`config.mk`:
```
export PLATFORM = sky130hd
export DESIGN_NAME = cpu_sequencer
export DESIGN_NICKNAME = d
export VERILOG_FILES = /design/src/rtl/cpu_pkg.sv /design/src/rtl/cpu_sequencer.sv
export SDC_FILE = /design/constraint.sdc
export NUM_CORES = 1
export LEC_CHECK = 0
export CORE_UTILIZATION = 48
export DETAILED_ROUTE_END_ITERATION = 8
export PLACE_DENSITY = 0.84
export RECOVER_POWER = 50
export SLEW_MARGIN = 20
export SYNTH_ARGS = -nofsm -noshare
export SYNTH_HDL_FRONTEND = slang
export SYNTH_SLANG_ARGS = --single-unit
```
`constraint.sdc`:
```
create_clock -name clk -period 4.7 [get_ports clk]
set_input_delay 0.94 -clock clk [delete_from_list [all_inputs] [get_ports clk]]
set_output_delay 0.94 -clock clk [all_outputs]
set_load 0.1 [all_outputs]
```
`src/rtl/cpu_pkg.sv`:
```
// cpu_pkg: shared sequencer state encoding and reset constants
package cpu_pkg;
  typedef enum logic [2:0] {
    IDLE  = 3'd0,
    FETCH = 3'd1,
    EXEC  = 3'd2,
    MEM   = 3'd3,
    HALT  = 3'd4
  } state_t;
  localparam logic [31:0] NOP_INSTR        = 32'h0000_0013;
  localparam logic [31:0] RESET_PC_DEFAULT = 32'h0000_0000;
endpackage

```
`src/rtl/cpu_sequencer.sv`:
```
// cpu_sequencer: multi-cycle fetch/exec/store sequencer with run, step and halt control
module cpu_sequencer
  import cpu_pkg::*;
#(
  parameter logic [31:0] RESET_PC = RESET_PC_DEFAULT
) (
  input  logic        clk,
  input  logic        rst_n,
  input  logic        run,
  input  logic        step,
  output logic        imem_req,
  output logic [31:0] imem_addr,
  input  logic        imem_ack,
  input  logic [31:0] imem_rdata,
  output logic [31:0] instr,
  input  logic        dec_rf_we,
  input  logic        dec_mem_we,
  output logic        rf_we,
  output logic        dmem_req,
  input  logic        dmem_ack,
  output logic [31:0] pc,
  output logic        retired,
  output logic [31:0] instret,
  output logic        halted,
  output logic        busy
);
  state_t      state_q, state_d;
  logic [31:0] pc_q, pc_d, instr_q, instr_d, instret_q, instret_d;
  logic        commit;
  always_comb begin
    commit = (state_q == EXEC && dec_rf_we) || (state_q == MEM && dmem_ack);
    case (state_q)
      IDLE:    state_d = (run || step) ? FETCH : IDLE;
      FETCH:   state_d = imem_ack ? EXEC : FETCH;
      EXEC:    state_d = dec_rf_we ? (run ? FETCH : IDLE) : (dec_mem_we ? MEM : HALT);
      MEM:     state_d = dmem_ack ? (run ? FETCH : IDLE) : MEM;
      default: state_d = HALT;
    endcase
    pc_d      = commit ? pc_q + 32'd4 : pc_q;
    instr_d   = (state_q == FETCH && imem_ack) ? imem_rdata : instr_q;
    instret_d = commit ? instret_q + 32'd1 : instret_q;
  end
  always_ff @(posedge clk) begin
    if (!rst_n) begin
      state_q   <= IDLE;
      pc_q      <= RESET_PC;
      instr_q   <= NOP_INSTR;
      instret_q <= '0;
    end else begin
      state_q   <= state_d;
      pc_q      <= pc_d;
      instr_q   <= instr_d;
      instret_q <= instret_d;
    end
  end
  assign imem_req  = state_q == FETCH;
  assign imem_addr = pc_q;
  assign dmem_req  = state_q == MEM;
  assign rf_we     = state_q == EXEC && dec_rf_we;
  assign retired   = commit;
  assign halted    = state_q == HALT;
  assign busy      = state_q != IDLE && state_q != HALT;
  assign pc        = pc_q;
  assign instr     = instr_q;
  assign instret   = instret_q;
endmodule

```
==> results by group <==
Timing
  – Tcrit/Tclk final: 79.9%
  – Final hold violations: 0
  – Max-slew headroom: 22.5%
  – Min cycle time layout: 3.75 ns
  – Setup TNS: 0 ns
  – RSZ-0062 raised after global routing: no
  – Worst hold slack: 0.464 ns
  – Worst slew pin tran: 1.15 ns
  – Highest Clock Rate: 266 MHz
  – Layout Skew: 0.0139 ns
  – Final Setup Violations: 0
  – Final Worst Setup Slack: 0.946 ns
  – Pins Over Slew Limit: 0

Cells and area
  – Most frequent cells in the layout: 140 x clkdlybuf4s50_1, 97 x dfxtp_1, 88 x nand2_1, 38 x a21boi_0, 27 x xnor2_1
  – FF/Latch Area: 0.00194 sq mm
  – Total Nets Final: 696
  – Commonest non-fill, non-tap cell in the layout: clkdlybuf4s50_1
  – Area growth syn-to-layout: 37.1%
  – Multi-input logic area: 0.00223 sq mm
  – Ratio of cells with drive above 1 in the final layout: 3.34%
  – Fin util: 67.7%
  – # diodes: 0
  – Filler cells: 744

Pwr
  – Sequential power share: 50.4%
  – Clock power frac: 32.5%
  – Peak supply drop: 0.170 mV
  – Pwr Total: 1.69 mW
  – Leakage: 2.26 nW
  – Power Density: 270 mW/mm^2
  – Int Power: 1.18 mW
  – Switching part of the total: 30.3%
  – Switch Pwr: 0.511 mW
  – Combinational group share of total power: 17.1%

Global routing
  – Largest net degree at the start of global routing: 95
  – First-pass GRT wire length: 17800 microns
  – Initial antenna violation count: 0
  – Gr usage total: 22.6%
  – Number of global-route vias before repair: 3728
  – GR Overflow Total: 0

Die
  – Die W: 99.5 microns
  – Initial core utilization: 49.4%
  – Die height: 99.5 microns
  – Die ar.: 0.00991 sq mm
  – Core Region: 0.00924 sq mm
  – Row count: 35
  – I/O Pins: 174

Drt
  – Drt total wl: 10900 microns
  – TritonRoute pass-1 iters: 4
  – Antenna-violating nets left: 0
  – Per-cell routed wire length: 13.8 microns
  – DR DRC count: 0
  – Number of DRC markers in iteration 0: 142
  – Drt via density: 5.06
  – Vias: 3988

Worst setup path
  – Reg-to-Reg Start: state_q[0]
  – Critical path class: in2out
  – Number of cells on the worst reg-to-reg path: 6
  – Critical path endpoint category: primary output
  – Reg-to-Reg End: imem_addr[31]
  – CP startpoint kind: primary input
  – Reg2Reg Setup Slack: 2.12 ns
  – Worst EP arrival: 2.81 ns
  – CP Data Required Time: 3.76 ns
  – CP max FO: 11

CTS
  – Setup bufs post-CTS: 0
  – CTS clk-pin slew, worst paths: 0.09 ns
  – TritonCTS clock tree: built
  – Cts repair resizes: 0
  – Clk sinks: 97
  – Clk Latency, worst-skew pair: 0.36 ns
  – H-tree depth: 3
  – CTS Buf Count: 9
  – Root Buffer Master: clkbuf_8
  – Clock Path Buffers: 2
  – CTS Hold Bufs: 0

Worst hold path
  – Worst min-delay path class: reg2reg
  – Worst Hold Depth: 2
  – Hold_sp: instr[2]
  – Worst Hold End: instr[2]

Job
  – Max_cap viols: 0

Logic synthesis
  – Count of flip-flops with a built-in enable after synthesis: 0
  – Distinct cells, synth: 43
  – Ys flop type: dfxtp_1
  – Post-synthesis sequential area ratio: 42.5%
  – Ys async rst share: 0%
  – Top cell type's share of synthesized area: 42.5%
  – Synth warn: 0
  – Syn Area/Cell: 8.66 sq um
  – Syn Std Cell Area: 0.00457 sq mm
  – Synth Register Bits: 97
  – Synth Instances: 527
  – Top cells by area, synth: dfxtp_1 43%, nand2_1 7.2%, and2_1 6.3%
  – Largest area contributor in the netlist: dfxtp_1

Placed design
  – IO buf count: 169
  – Dpl ws: 1.27 ns
  – Post-DP HPWL: 7670 microns
  – Placer Congestion: 0.865

Run status
  – Run status: completed
==> synthesized netlist by cell type, drive strengths merged, types with 6 or more instances <==
cell / n
dfxtp: 97
nand2: 88
and2: 46
a21boi: 41
buf: 40
xnor2: 27
nand4: 23
xor2: 23
nand3: 21
clkbuf: 19
o21ai: 12
or3: 12
nor4: 11
nor3: 10
nor2: 9
inv: 8
and3: 7
nor2b: 7
and4: 6
==> power by group through the flow <==
stage	logic (mW)	registers (mW)	clock network, mW
after floorplan	0.103	0.982	0
after global placement	0.293	0.869	0
after detailed placement	0.295	0.870	0
after CTS	0.296	0.851	0.560
after global routing	0.304	0.854	0.604
final	0.289	0.851	0.548
==> cells by family after synthesis <==
group | after synthesis | share of synthesized area (%)
DFF | 97 | 42.5
adders and majority gates | 2 | 0.548
muxes | 1 | 0.219
buffers and inverters | 67 | 8.61
and+or+nand+nor | 249 | 29.3
xor gates and xnor gates | 50 | 9.59
AOI/OAI and AO/OA | 60 | 9.15
other | 1 | 0.0821
==> area by class of cell <==
type                            instances  area share [%]
Timing Repair Buffer                  172            27.1
Multi-Input combinational cell        366            35.7
Clock inverter                          4           0.839
Sequential cell                        97            31.0
Tap cell                              129            2.58
Inverter                                8           0.480
Clock buffer                           12            2.32
==> critical path: stages <==
cell and delay (ns):
dlygate4sd3_1 0.61, mux2i_1 0.11, clkbuf_1 0.26, nor2_1 0.16, clkbuf_1 0.36, buf_4 0.37
==> stage by stage <==
stage	area, sq um	instances
6_report	6260	788
5_1_grt	6260	788
4_1_cts	6280	788
3_5_place_dp	6080	772
3_3_place_gp	6080	772
2_1_floorplan	4580	530
==> layer usage <==
layer | vias to the layer above | share of wire [%] | track usage [%]
li1 | 1993 | - | -
met1 | 1847 | 43 | 27.6
met2 | 135 | 47 | 35.8
met3 | 13 | 9.0 | 8.08
met4 | 0 | 1.8 | 9.73
met5 | - | 0 | 0
==> worst max path at each step <==
stage | startpoint | to | slack [ns] | cells past startpoint
after floorplan | dec_rf_we | rf_we | 0.64 | 1
after global placement | dec_rf_we | imem_addr[31] | 1.32 | 7
after detailed placement | dec_rf_we | imem_addr[31] | 1.27 | 7
after CTS | state_q[0] | halted | 1.40 | 3
after global routing | dec_rf_we | retired | 0.79 | 6
final | dec_rf_we | retired | 0.95 | 6
==> flip-flops by register name, summed over array words and instances (netlist names) <==
name and flops:
instret 32, instr 32, state_q 3, imem_addr 30
No activity file was read; power rests on OpenSTA's default activity.
